**src/rtl/ahbl_arbiter_2m.sv**
```systemverilog
// ahbl_arbiter_2m: two-master AHB-Lite arbiter sharing one slave-side bus.
// Losers are parked in a per-master pending register and stalled via HREADY.
// Ports: HCLK, HRESET (sync, active-high); M0_*/M1_* master address/data
// inputs with HREADY/HRDATA outputs; S_* slave-side address/data outputs
// with S_HREADY/S_HRDATA inputs.
// Build option: define AHBL_ARB_FIXED_PRIO_EN for fixed priority (M0 wins
// ties); otherwise ties are resolved round-robin.
module ahbl_arbiter_2m #(
    parameter int AW = 32,
    parameter int DW = 32
) (
    input  logic          HCLK,
    input  logic          HRESET,
    input  logic [AW-1:0] M0_HADDR,
    input  logic [1:0]    M0_HTRANS,
    input  logic [2:0]    M0_HSIZE,
    input  logic          M0_HWRITE,
    input  logic [DW-1:0] M0_HWDATA,
    output logic          M0_HREADY,
    output logic [DW-1:0] M0_HRDATA,
    input  logic [AW-1:0] M1_HADDR,
    input  logic [1:0]    M1_HTRANS,
    input  logic [2:0]    M1_HSIZE,
    input  logic          M1_HWRITE,
    input  logic [DW-1:0] M1_HWDATA,
    output logic          M1_HREADY,
    output logic [DW-1:0] M1_HRDATA,
    output logic [AW-1:0] S_HADDR,
    output logic [1:0]    S_HTRANS,
    output logic [2:0]    S_HSIZE,
    output logic          S_HWRITE,
    output logic [DW-1:0] S_HWDATA,
    input  logic          S_HREADY,
    input  logic [DW-1:0] S_HRDATA
);

    logic [1:0]    pend_v;
    logic [AW-1:0] pend_addr  [2];
    logic [2:0]    pend_size  [2];
    logic [1:0]    pend_write;
    logic          dp_v;
    logic          dp_own;
`ifndef AHBL_ARB_FIXED_PRIO_EN
    logic          last_gnt;
`endif

    // Last granted address controls, shown while the bus is idle.
    logic [AW-1:0] hold_addr;
    logic [2:0]    hold_size;
    logic          hold_write;

    logic [AW-1:0] live_addr  [2];
    logic [2:0]    live_size  [2];
    logic [1:0]    live_write;
    logic [1:0]    live_trans;
    logic [1:0]    m_ready;
    logic [1:0]    live_req;
    logic [1:0]    req;
    logic          gnt_v;
    logic          gnt;
    logic [AW-1:0] sel_addr;
    logic [2:0]    sel_size;
    logic          sel_write;
    logic          unused_htrans0;

    assign live_addr[0]    = M0_HADDR;
    assign live_addr[1]    = M1_HADDR;
    assign live_size[0]    = M0_HSIZE;
    assign live_size[1]    = M1_HSIZE;
    assign live_write      = {M1_HWRITE, M0_HWRITE};
    assign live_trans      = {M1_HTRANS[1], M0_HTRANS[1]};
    assign unused_htrans0  = ^{M1_HTRANS[0], M0_HTRANS[0]};

    // A pending master is stalled; the data-phase owner follows the slave.
    always_comb begin
        for (int m = 0; m < 2; m++) begin
            m_ready[m] = 1'b1;
            if (HRESET)
                m_ready[m] = 1'b1;
            else if (pend_v[m])
                m_ready[m] = 1'b0;
            else if (dp_v && (dp_own == m[0]))
                m_ready[m] = S_HREADY;
        end
    end

    assign live_req = HRESET ? 2'b00 : (live_trans & m_ready & ~pend_v);
    assign req      = HRESET ? 2'b00 : (pend_v | live_req);

    // The chosen request is shown on the bus even during slave wait
    // states so the address phase stays stable; it commits only when
    // S_HREADY is high.
    always_comb begin
        gnt_v = |req;
        gnt   = 1'b0;
        unique case (1'b1)
            (req == 2'b10): gnt = 1'b1;
`ifdef AHBL_ARB_FIXED_PRIO_EN
            (req == 2'b11): gnt = 1'b0;
`else
            (req == 2'b11): gnt = ~last_gnt;
`endif
            default:        gnt = 1'b0;
        endcase
    end

    always_comb begin
        sel_addr  = live_addr[gnt];
        sel_size  = live_size[gnt];
        sel_write = live_write[gnt];
        if (pend_v[gnt]) begin
            sel_addr  = pend_addr[gnt];
            sel_size  = pend_size[gnt];
            sel_write = pend_write[gnt];
        end
    end

    assign S_HTRANS  = gnt_v ? 2'b10 : 2'b00;
    assign S_HADDR   = gnt_v ? sel_addr  : hold_addr;
    assign S_HSIZE   = gnt_v ? sel_size  : hold_size;
    assign S_HWRITE  = gnt_v ? sel_write : hold_write;
    assign S_HWDATA  = dp_own ? M1_HWDATA : M0_HWDATA;
    assign M0_HREADY = m_ready[0];
    assign M1_HREADY = m_ready[1];
    assign M0_HRDATA = S_HRDATA;
    assign M1_HRDATA = S_HRDATA;

    always_ff @(posedge HCLK) begin
        if (HRESET) begin
            pend_v     <= 2'b00;
            pend_write <= 2'b00;
            dp_v       <= 1'b0;
            dp_own     <= 1'b0;
`ifndef AHBL_ARB_FIXED_PRIO_EN
            last_gnt   <= 1'b1;
`endif
            hold_addr  <= '0;
            hold_size  <= '0;
            hold_write <= 1'b0;
            for (int m = 0; m < 2; m++) begin
                pend_addr[m] <= '0;
                pend_size[m] <= '0;
            end
        end else begin
            if (S_HREADY) begin
                dp_v <= gnt_v;
                if (gnt_v) begin
                    dp_own       <= gnt;
`ifndef AHBL_ARB_FIXED_PRIO_EN
                    last_gnt     <= gnt;
`endif
                    pend_v[gnt]  <= 1'b0;
                    hold_addr    <= sel_addr;
                    hold_size    <= sel_size;
                    hold_write   <= sel_write;
                end
            end
            // Any accepted live request that is not committed now is parked.
            for (int m = 0; m < 2; m++) begin
                if (live_req[m] && !(S_HREADY && gnt_v && (gnt == m[0]))) begin
                    pend_v[m]     <= 1'b1;
                    pend_addr[m]  <= live_addr[m];
                    pend_size[m]  <= live_size[m];
                    pend_write[m] <= live_write[m];
                end
            end
        end
    end

endmodule

```
**config.mk**
```make
export PLATFORM = sky130hd
export DESIGN_NAME = ahbl_arbiter_2m
export DESIGN_NICKNAME = d
export VERILOG_FILES = /design/src/rtl/ahbl_arbiter_2m.sv
export SDC_FILE = /design/constraint.sdc
export NUM_CORES = 1
export LEC_CHECK = 0
export CORE_MARGIN = 5
export CORE_UTILIZATION = 48
export CTS_BUF_LIST = sky130_fd_sc_hd__clkbuf_8
export DETAILED_ROUTE_END_ITERATION = 10
export PLACE_DENSITY = 0.95
export SYNTH_ARGS = -nofsm -noshare
export SYNTH_HDL_FRONTEND = slang
export SYNTH_SLANG_ARGS = --single-unit
```
**constraint.sdc**
```tcl
create_clock -name HCLK -period 6.35 [get_ports HCLK]
set_input_delay 0.635 -clock HCLK [delete_from_list [all_inputs] [get_ports HCLK]]
set_output_delay 0.635 -clock HCLK [all_outputs]
set_load 0.02 [all_outputs]
```
=== Yosys cells after proc, flatten, opt, wreduce, memory -nomap -nowiden ===
Memories as Yosys holds them, arrays and structs flattened.
Index checks and enable logic that the tools add are counted.

* Memories: 2
* Bits in latches: 0
* Input bits: 175
* RAM bits: 70
* Word-level logic and storage cells: 96
* Register bits: 43
* Memory bits (read-only): 0
* Output and inout port bits: 136

{| class="wikitable"
|+ Memory list
! memory !! words !! bits a word !! read ports !! clocked after memory_dff !! wr ports !! RTL line !! RTL
|-
| pend_addr || 2 || 32 || 1 || 0 || 2 || 38 || <nowiki>logic [AW-1:0] pend_addr [2];</nowiki>
|-
| pend_size || 2 || 3 || 1 || 0 || 2 || 39 || <nowiki>logic [2:0] pend_size [2];</nowiki>
|}

* Eq/ne operators: 2
* $add $sub $neg: 0
* Shifts and indexed selects: 0
* Multiplexer cells: 47
* Divide/modulo/power cells: 0
* Reductions and logical operators: 18
* Magnitude comparators: 3
* Bitwise logic cells: 14
* Multipliers: 0

{| class="wikitable"
|+ Operator list
! operator !! number
|-
| 32-bit two-way mux || 8
|-
| 1-bit two-way mux || 25
|-
| 3-bit two-way mux || 7
|-
| 2-bit two-way mux || 5
|-
| 1-bit logical AND || 8
|-
| 2-bit nonzero test || 4
|-
| 2-bit bitwise AND || 3
|-
| 2-bit AND reduction || 3
|-
| 2-bit equality test, second input constant || 2
|-
| 2-bit inverter || 2
|-
| 1-bit OR || 4
|-
| 1-bit inverter || 3
|-
| 2-bit greater-or-equal comparator, second input constant || 1
|-
| 1-bit zero test || 2
|-
| 1-bit by 2-bit less-than comparator with 1-bit output, second input constant || 1
|-
| 1-bit inverter with 2-bit output || 1
|-
| 2-bit OR || 1
|-
| 1-bit case mux with 2 select lines || 1
|-
| 2-bit OR reduction || 1
|-
| 1-bit demux with 1-bit select || 1
|-
| 1-bit greater-or-equal comparator, second input constant || 1
|}

=== Logic depth before layout (Yosys ltp) ===
Gate-level depths: netlist (run 1).

* Depth after elaboration: 21
* Depth in mapped cells: 7
* Mapped depth without buffers: 4

=== Least setup slack after synthesis (run 1) ===
Ideal clock, no wire load.

* Path kind: input to output
* From: input port S_HREADY
* To: output port S_HADDR[0]
* Stages on the path: 7
* Arrival time: 2.220 ns
* Required time: 5.715 ns
* Path buffers: 3
* Path slack: 3.495 ns
* Cell sequence: buf_4 -> nor4b_4 -> or2_2 -> buf_4 -> buf_2 -> nor3_1 -> a211oi_1

* Word-level cells in the longest chain between the ends: 16
* Elaborated cells between the ends (all ways): 24
* Classes of those cells: eq/ne (2); mux (16); bitwise (4); reduce/logical (1); memory (1)

{| class="wikitable"
|+ RTL lines
! item !! RTL line !! RTL
|-
| from (decl) || 33 || <nowiki>input logic S_HREADY,</nowiki>
|-
| 1-bit two-way mux || 82 || <nowiki>else if (dp_v && (dp_own == m[0]))</nowiki>
|-
| 1-bit two-way mux || 80 || <nowiki>else if (pend_v[m])</nowiki>
|-
| 1-bit two-way mux || 78 || <nowiki>if (HRESET)</nowiki>
|-
| 2-bit bitwise AND (*) (2 in series) || 87 || <nowiki>assign live_req = HRESET ? 2'b00 : (live_trans & m_ready & ~pend_v);</nowiki>
|-
| 2-bit two-way mux (*) || 87 ||
|-
| 2-bit OR (*) || 88 || <nowiki>assign req = HRESET ? 2'b00 : (pend_v | live_req);</nowiki>
|-
| 2-bit two-way mux (*) || 88 ||
|-
| 2-bit equality test (on tied branches) || 101, 97 ||
|-
| 1-bit case mux with 2 select lines || 96 || <nowiki>unique case (1'b1)</nowiki>
|-
| 1-bit inverter with 2-bit output (not written as such) || 108 || <nowiki>sel_addr = live_addr[gnt];</nowiki>
|-
| 32-bit two-way mux (not written as such) (3 in series) || 108 ||
|-
| 32-bit two-way mux || 111 || <nowiki>if (pend_v[gnt]) begin</nowiki>
|-
| 32-bit two-way mux (*) || -- ||
|-
| to (decl) || 28 || <nowiki>output logic [AW-1:0] S_HADDR,</nowiki>
|}

Mark *: on every way between the ends. The rest lies on a longest branch, timed or not. The select of a mux whose other input is x is not followed.

=== Worst setup path after layout (run 1) ===
* From: input port S_HREADY
* To: output port S_HWRITE

* Word-level cells in the longest chain between the ends: 14
* Elaborated cells between the ends (all ways): 23
* Classes of those cells: eq/ne (2); mux (17); bitwise (3); reduce/logical (1)

{| class="wikitable"
|+ RTL lines
! item !! RTL line !! RTL
|-
| 1-bit two-way mux || 82 ||
|-
| 1-bit two-way mux || 80 ||
|-
| 1-bit two-way mux || 78 ||
|-
| 2-bit bitwise AND (*) (2 in series) || 87 ||
|-
| 2-bit two-way mux (*) || 87 ||
|-
| 2-bit OR (*) || 88 ||
|-
| 2-bit two-way mux (*) || 88 ||
|-
| 2-bit equality test (on tied branches) || 101, 97 ||
|-
| 1-bit case mux with 2 select lines || 96 ||
|-
| 1-bit two-way mux (on tied branches) (2 in series) || 110, 111, 114 ||
|-
| 1-bit two-way mux || 111 ||
|-
| 1-bit two-way mux (*) || -- ||
|-
| to (decl) || 31 || <nowiki>output logic S_HWRITE,</nowiki>
|}

Marks and branches as above.

==> results by group, run 1 <==
Final layout
  • Post-route insts no fill: 1122
  • Final nets: between 1000 and 1500
  • Area growth, synth to finish: 26.8%
  • Fin area: 0.00950 mm²
  • Final Util: 62.2%
  • Multi-input gate area: approximately 0.0034 mm²
  • Reg area: 0.00297 mm²
  • Diode count: 0
  • Number of fillers in the final layout: 1217
  • Share of post-route cells with drive strength above 1: 10.5%

Flow run
  • Max-cap viol count: 0

Timing
  • Setup WS post-layout: ~1400 ps
  • Slew of the pin with the lowest slew margin: 1230 ps
  • Fmax: 202 MHz
  • Final Hold Slack: about 470 ps
  • Setup_tns: 0 ps
  • Max Slew Vio Count: 0
  • Worst Skew: 15.4 ps
  • Setup violations, final: 0
  • Final hold viol count: 0
  • Period minus WS final: 4950 ps
  • Worst slew margin: a little under a fifth
  • Setup repair after global routing missed its margin: false
  • Period utilisation layout: 77.9%

Power
  • Max rail drop VDD: around 0.13 mV
  • PwrDens: roughly 230 mW/mm²
  • Sw power: 0.663 mW
  • P_int: approximately 1.5 mW
  • Static leakage: roughly 3.3 nW
  • Clock power share: 30.3%
  • Share of power burned in registers: 41.4%
  • Total chip power: 2.15 mW
  • Logic gate share of total power: between 20 and 30%
  • Sw Ratio: 30.8%

Setup path
  • WS Path Type: input pin to output port
  • Worst setup SP type: input pin
  • Worst reg2reg path startpoint: dp_own$_SDFFE_PP0N_
  • R2r worst-path depth: 5
  • Critical path peak fanout: 40
  • WP data required: 5710 ps
  • Crit end category: output port
  • R2r endpoint: pend_addr[1][7]$_SDFFCE_PN0P_
  • Worst Path Arrival: between 4000 and 5000 ps
  • Reg2reg setup slack: 2340 ps

Placed design
  • IO Port Bufs: 211
  • Placed Area: 0.00912 mm²
  • Final HPWL DP: 16500 µm
  • Pre-CTS setup slack: 1460 ps
  • Placed Cells: 1090
  • GPL Wtd Cong: approximately 0.8

Routing
  • DRC violations left: 0
  • Antenna viol nets, final: 0
  • Routed len/inst: 22.1 µm
  • Iteration-0 DRC Markers: around 740
  • Vias per cell: 6.30
  • Final wirelength: 24800 µm
  • Routed vias: ~7100
  • DR pass1 iterations: 5

Die
  • Full die area: 0.0182 mm²
  • Initial Util: around half
  • Core box area: 0.0153 mm²
  • Top-level I/O count: 311
  • Die Y-Extent: about 130 µm
  • Rows: 45
  • Die X: 135 µm

Global route
  • Aggregate global routing overflow: 0
  • Total GRT Usage: 25.7%
  • Wire length of the first global-routing pass: 37100 µm
  • Largest net degree at the start of global routing: 57
  • Number of global-route vias before repair: 6585
  • Antenna violations before repair: 0

Yosys
  • Distinct cells, synth: 40
  • Mapped Area: 0.00749 mm²
  • Ranking of synthesized cells by area: edfxtp_1 (28%), dfxtp_1 (11%), buf_4 (7.7%)
  • Synthesized area per cell: 9.29 µm²
  • Synth Flop Type: edfxtp_1
  • Synth top area share: 28.1%
  • Yosys reg bits: 113
  • Commonest cells post-synth: buf_4 (77), nor3_1 (74), inv_1 (73)
  • Yosys top cell by area: edfxtp_1
  • Warnings, synthesis: 0
  • Total nets after synthesis: 981
  • Number of enable flip-flop cells after synthesis: 70
  • Seq/Total Area, Yosys: 39.6%
  • Mapped Cells: just over 800
  • Most frequent cell after synthesis: buf_4
  • Ys async rst share: 0%

Clocking
  • CTS tree: done
  • Clock transition at the registers of the reported paths: around 70 ps
  • CTS Buffer Depth: 2
  • Setup bufs post-CTS: 0
  • CTS root buf: clkbuf_8
  • TritonCTS buffer count: 17
  • Clock sink total: 113
  • Cts repair resizes: 0
  • Clk_lat worst skew: between 400 and 500 ps
  • Post-CTS Hold Fix Bufs: 0
  • H-tree depth: 4

Run status
  • Outcome: finished clean

Min path
  • Hold EP: hold_size[0]$_SDFFE_PP0P_
  • Hold path cells: 1
  • Worst hold path type: flip-flop to flip-flop
  • Worst Min Path Start: hold_size[0]$_SDFFE_PP0P_
logic make-up after synthesis:
kind of cell	after synthesis	synth area share, %
and+or+nand+nor	129	8.87
AOI/OAI and AO/OA	269	26.1
DFF	113	39.6
muxes	70	9.93
other	1	0.0501
buffers and inverters	224	15.5
power groups by stage:
stage / registers, mW / clock network (mW) / logic [mW]
2_1_floorplan: 0.890 / 0 / 0.402
3_5_place_dp: 0.905 / 0 / 0.605
4_1_cts: 0.890 / 0.655 / 0.609
3_3_place_gp: 0.901 / 0 / 0.593
5_1_grt: 0.897 / 0.683 / 0.649
6_report: 0.892 / 0.653 / 0.610
sequential cells by signal, summed over array words and instances, names as in the netlist:
name	cells
last_gnt	1
pend_v	2
hold_write	1
hold_addr	32
dp_v	1
pend_write	2
pend_size	6
pend_addr	64
dp_own	1
hold_size	3
worst max-delay path by stage:
stage	start	to	slack, ps	cells after the start
global placement	S_HREADY	S_HWRITE	1470	7
global route	S_HREADY	S_HADDR[6]	1310	7
detailed placement	S_HREADY	S_HWRITE	1460	7
CTS	S_HREADY	S_HWRITE	1450	7
floorplan	S_HREADY	S_HADDR[0]	3490	7
finish	S_HREADY	S_HWRITE	1400	7
cell type report:
type                    count  area share [%]
flip-flops and latches    113            31.2
clock inverters            14            1.32
repair buffers            224            23.3
inverters                  73            2.89
well taps                 211            2.78
multi-input cells         469            35.9
clock buffers              18            2.61
worst max-delay path, cell delays in order:
cell	delay [ps]
clkdlybuf4s50_1	690
nor4bb_4	380
buf_4	480
or2_2	830
a211oi_1	200
a211oi_1	390
clkdlybuf4s50_1	680
per-layer routing:
metal	GRT usage, %	share of wire (%)
met1	31.3	37
met2	43.9	49
met3	5.77	9.9
met4	10.7	3.8
met5	0	0
cells in the final DEF (no fill, tap or decap), types with 3 or more instances in the layout:
| master | instances |
|---|---|
| clkdlybuf4s50_1 | 211 |
| inv_1 | 75 |
| nor3_1 | 74 |
| a211oi_1 | 72 |
| a31oi_1 | 70 |
| edfxtp_1 | 70 |
| dfxtp_1 | 40 |
| o21ai_0 | 38 |
| mux2i_1 | 36 |
| nand2_1 | 36 |
| a32oi_1 | 36 |
| o2bb2ai_1 | 36 |
| mux2_2 | 33 |
| clkbuf_8 | 18 |
| buf_4 | 13 |
| clkinv_2 | 6 |
| a21oi_1 | 5 |
| or2_2 | 3 |
| or3_1 | 3 |
| dfxtp_2 | 3 |
(Power assumes the default switching activity.)
==> run 2: changes to the inputs <==
Settings changed: CORE_UTILIZATION 48 to 40, PLACE_DENSITY 0.95 to 0.91.
Clock period 6.35 ns to 4.4 ns, I/O delays scaled along.
==> results by group, run 2 (same netlist as run 1, synthesis figures left out) <==
Run status
  • Outcome: finished clean

Clocking
  • Post-CTS Hold Fix Bufs: 0
  • CTS root buf: clkbuf_8
  • TritonCTS buffer count: 17
  • H-tree depth: 4
  • CTS tree: done
  • CTS Buffer Depth: 2
  • Cts repair resizes: 0
  • Setup bufs post-CTS: 0
  • Clock transition at the registers of the reported paths: 60 ps
  • Clock sink total: 113
  • Clk_lat worst skew: roughly 450 ps

Setup path
  • Worst setup SP type: input pin
  • Reg2reg setup slack: 1410 ps
  • WP data required: 3960 ps
  • Critical path peak fanout: 22
  • WS Path Type: input pin to output port
  • Worst Path Arrival: 3310 ps
  • Crit end category: output port

Global route
  • Number of global-route vias before repair: between 7000 and 8000
  • Wire length of the first global-routing pass: 39600 µm
  • Aggregate global routing overflow: 0
  • Total GRT Usage: 23.1%
  • Met1 usage: 26.9%
  • Largest net degree at the start of global routing: 72
  • Grt met3 use: 6.66%
  • M2 GR Usage: 40.7%
  • Antenna violations before repair: 0
  • Global route hottest layer: met2

Routing
  • DRC violations left: 0
  • Iteration-0 DRC Markers: 540
  • Antenna viol nets, final: 0
  • Vias per cell: 6.04
  • Routed len/inst: 22.3 µm
  • Final wirelength: between 20000 and 30000 µm
  • DR pass1 iterations: 5
  • Routed vias: ~7000

Final layout
  • Share of post-route cells with drive strength above 1: around 11%
  • Largest reg by FF count: pend_addr
  • Commonest non-fill, non-tap cell in the layout: clkdlybuf4s50_1
  • Diode count: 0
  • Most frequent cells in the layout: clkdlybuf4s50_1 (209), inv_1 (78), nor3_1 (74)
  • Max reg flops: 64
  • Post-route insts no fill: 1152
  • Final nets: 1080
  • Largest regs: pend_addr: 64 flops, hold_addr: 32 flops, pend_size: 6 flops
  • Area growth, synth to finish: 28.4%
  • Number of fillers in the final layout: between 1500 and 2000

Flow run
  • Max-cap viol count: 0

Die
  • Top-level I/O count: 311
  • Full die area: 0.0216 mm²
  • Initial Util: between 40 and 50%
  • Die X: about 150 µm
  • Core box area: 0.0186 mm²
  • Die Y-Extent: 147 µm
  • Rows: 50

Power
  • Max rail drop VDD: 0.197 mV
  • Total chip power: 3.10 mW
  • Static leakage: 3.40 nW
  • PwrDens: roughly 320 mW/mm²

Placed design
  • GPL Wtd Cong: 0.806
  • Pre-CTS setup slack: 690 ps
  • Final HPWL DP: about 17000 µm
  • IO Port Bufs: 211
  • Placed Cells: between 1000 and 1500

Timing
  • Fmax: 267 MHz
  • Setup violations, final: 0
  • Final hold viol count: 0
  • Final Hold Slack: 463 ps
  • Worst Skew: 13.5 ps
  • Slew of the pin with the lowest slew margin: ~1000 ps
  • Worst slew margin: 30.6%
  • Period utilisation layout: between 80% and 90%
  • Setup repair after global routing missed its margin: false
  • Setup_tns: 0 ps
  • Period minus WS final: between 3000 and 4000 ps
  • Setup WS post-layout: 653 ps
  • Max Slew Vio Count: 0

Min path
  • Worst hold path type: flip-flop to flip-flop
## run 2: per-stage QoR
step | util (%) | cell area [µm²]
3_3_place_gp | 49.8 | 9250
2_1_floorplan | - | 7490
4_1_cts | 51.7 | 9610
3_5_place_dp | 49.8 | 9250
5_1_grt | 51.7 | 9610
6_report | 51.7 | 9610
## run 2: final timing paths
path                                                start                             end  depth (start not counted)
worst min-delay path            hold_addr[1]$_SDFFE_PP0P_       hold_addr[1]$_SDFFE_PP0P_                          1
worst min register to register  hold_addr[1]$_SDFFE_PP0P_       hold_addr[1]$_SDFFE_PP0P_                          1
worst max register to register        dp_own$_SDFFE_PP0N_  pend_addr[1][17]$_SDFFCE_PN0P_                          6
worst max-delay path                             S_HREADY                     S_HADDR[25]                          7
## run 2: critical path, stage by stage
cell and delay, ps:
clkdlybuf4s50_1 570, nor4b_4 510, or2_2 480, buf_12 240, nor3_1 80, a211oi_1 300
clkdlybuf4s50_1 670
## run 2: report_power, final
part | switching (mW) | internal (mW) | total (mW) | leakage (nW)
sequential | 0.0403 | 1.24 | 1.28 | 1.09
clock | 0.426 | 0.490 | 0.915 | 0.207
combinational | 0.487 | 0.418 | 0.905 | 2.11
## run 2: cell type report
type	instances	area [µm²]	share of cell area, %
multi-input combinational	469	3410	35.5
sequential	113	2970	30.8
timing repair buffer	231	2310	24.0
tap	234	293	3.05
clock buffer	21	289	3.01
inverter	73	274	2.85
clock inverter	11	73.8	0.768
## run 2: metal layers
layer	wire length, µm	vias to the layer above
met1	9500	3276
met5	0	-
met2	13000	444
met4	648	0
li1	-	3179
met3	2520	62
==> run 3: changes to the inputs <==
Settings changed: CORE_UTILIZATION 40 to 45, PLACE_DENSITY 0.91 to 0.95, SETUP_SLACK_MARGIN set to 0.5.
Clock period 4.4 ns to 3.85 ns, I/O delays scaled along.
==> results by group, run 3 (same netlist as run 1, synthesis figures left out) <==
Final layout
  • Share of post-route cells with drive strength above 1: between 10% and 20%
  • Area growth, synth to finish: 30.3%
  • Max reg flops: 64
  • Fin area: 0.00976 mm²
  • Largest regs: pend_addr: 64 flops, hold_addr: 32 flops, pend_size: 6 flops
  • Final Util: between 50% and 60%
  • Most frequent cells in the layout: clkdlybuf4s50_1 (196), inv_1 (74), nor3_1 (74)
  • Final nets: 1094
  • Post-route insts no fill: 1152
  • Largest reg by FF count: pend_addr
  • Commonest non-fill, non-tap cell in the layout: clkdlybuf4s50_1
  • Diode count: 0

Flow run
  • Max-cap viol count: 0

Global route
  • Largest net degree at the start of global routing: 71
  • Aggregate global routing overflow: 0
  • Number of global-route vias before repair: 6941
  • Antenna violations before repair: 0
  • Wire length of the first global-routing pass: around 39000 µm
  • Total GRT Usage: 24.8%

Setup path
  • Max stage delay cell, worst path: clkdlybuf4s50_1
  • Critical path buffers and inverters: 4
  • Worst reg2reg path startpoint: pend_v[1]$_SDFFE_PP0P_
  • WS Path Type: input pin to output port
  • WP data required: 3460 ps
  • Worst Path Arrival: between 2000 and 3000 ps
  • CP peak stage delay: 680 ps
  • Crit end category: output port
  • Worst Setup SP: M1_HTRANS[1]
  • Worst path cell trace: clkdlybuf4s50_1, o21bai_4, buf_4, buf_4, nor3_1, a211oi_1, a211oi_1, clkdlybuf4s50_1
  • Worst setup SP type: input pin
  • Top delay family on crit path: buffers and inverters
  • Critical path peak fanout: 16

Die
  • Initial Util: between 40% and 50%
  • Core box area: 0.0165 mm²
  • Full die area: 0.0193 mm²
  • Die X: roughly 140 µm
  • Rows: 47
  • Die Y-Extent: ~140 µm
  • Top-level I/O count: between 300 and 400

Clocking
  • Post-CTS Hold Fix Bufs: 0
  • Clk_lat worst skew: between 400 and 500 ps
  • CTS Buffer Depth: 2
  • TritonCTS buffer count: 17
  • Clock transition at the registers of the reported paths: 70 ps
  • Clock sink total: 113
  • H-tree depth: 4
  • CTS root buf: clkbuf_8
  • CTS tree: done

Timing
  • Setup violations, final: 0
  • Setup_tns: 0 ps
  • Setup repair after global routing missed its margin: false
  • Period minus WS final: ~3200 ps
  • Final hold viol count: 0
  • Worst slew margin: about half
  • Final Hold Slack: 467 ps
  • Fmax: 308 MHz
  • Slew of the pin with the lowest slew margin: 747 ps
  • Max Slew Vio Count: 0
  • Period utilisation layout: 84.3%
  • Setup WS post-layout: approximately 610 ps
  • Worst Skew: 9.68 ps

Routing
  • Iteration-0 DRC Markers: 734
  • Final wirelength: 25400 µm
  • Routed len/inst: 22.0 µm
  • DR pass1 iterations: 6
  • Antenna viol nets, final: 0
  • Vias per cell: 6.19
  • DRC violations left: 0
  • Routed vias: 7129

Min path
  • Worst hold path type: flip-flop to flip-flop
  • Worst Min Path Start: hold_addr[11]$_SDFFE_PP0P_

Power
  • Logic gate share of total power: 28.1%
  • Total chip power: 3.68 mW
  • Static leakage: 3.50 nW
  • P_int: 2.58 mW
  • Sw Ratio: ~30%
  • Clock power share: 32.3%
  • Sw power: approximately 1.1 mW
  • Max rail drop VDD: 0.225 mV
  • PwrDens: roughly 380 mW/mm²
  • Share of power burned in registers: 39.7%

Placed design
  • Pre-CTS setup slack: 329 ps
  • Final HPWL DP: 17300 µm
  • Placed Cells: 1116
  • IO Port Bufs: 211
  • Placed Area: 0.00931 mm²
  • GPL Wtd Cong: 0.844

Run status
  • Outcome: finished clean
-- run 3: changes by cell type in the layout (fill, tap and decap cells not counted), sizes merged --
cell	previous run	this run
clkinvlp	1	2
bufinv	1	4
inv	78	74
buf	22	34
o21bai	3	4
dlygate4sd2	0	14
clkdlybuf4s50	209	196
clkbuf	21	17
clkinv	4	8
-- run 3: area by class of cell --
| type | count | area, µm² |
|---|---|---|
| clock inverters | 15 | 174 |
| multi-input cells | 470 | 3420 |
| fillers | 1337 | 6710 |
| repair buffers | 244 | 2410 |
| clock buffers | 17 | 234 |
| well taps | 220 | 275 |
| inverters | 73 | 274 |
| flip-flops and latches | 113 | 2970 |
-- run 3: metal layers --
layer,vias to the layer above,part of all wire [%],track usage [%]
li1,3212,-,-
met1,3299,37,29.4
met2,550,50,43.7
met3,68,10,6.52
met4,0,2.5,8.08
met5,-,0,0
-- run 3: final timing paths --
path,cells after the start,end,slack (ps)
max,8,S_HADDR[26],610
min,1,hold_addr[11]$_SDFFE_PP0P_,470
max reg2reg,6,pend_size[1][1]$_SDFFCE_PN0P_,1420
min reg2reg,1,hold_addr[11]$_SDFFE_PP0P_,470
-- run 3: what timing repair did --
| action | 4_1_cts | 5_1_grt |
|---|---|---|
| cloned | 1 | 0 |
| buffers inserted | 3 | 0 |
| pin swaps | 1 | 0 |
| endpoints found under the setup margin | 35 | 18 |
| gates resized for setup | 18 | 3 |
-- run 3: power by group through the flow --
stage | sequential, mW | combinational [mW] | clock, mW
after detailed placement | 1.48 | 1.03 | 0
after global placement | 1.47 | 1.01 | 0
after floorplan | 1.47 | 0.664 | 0
after CTS | 1.46 | 1.03 | 1.19
after global routing | 1.47 | 1.10 | 1.25
final | 1.46 | 1.03 | 1.19
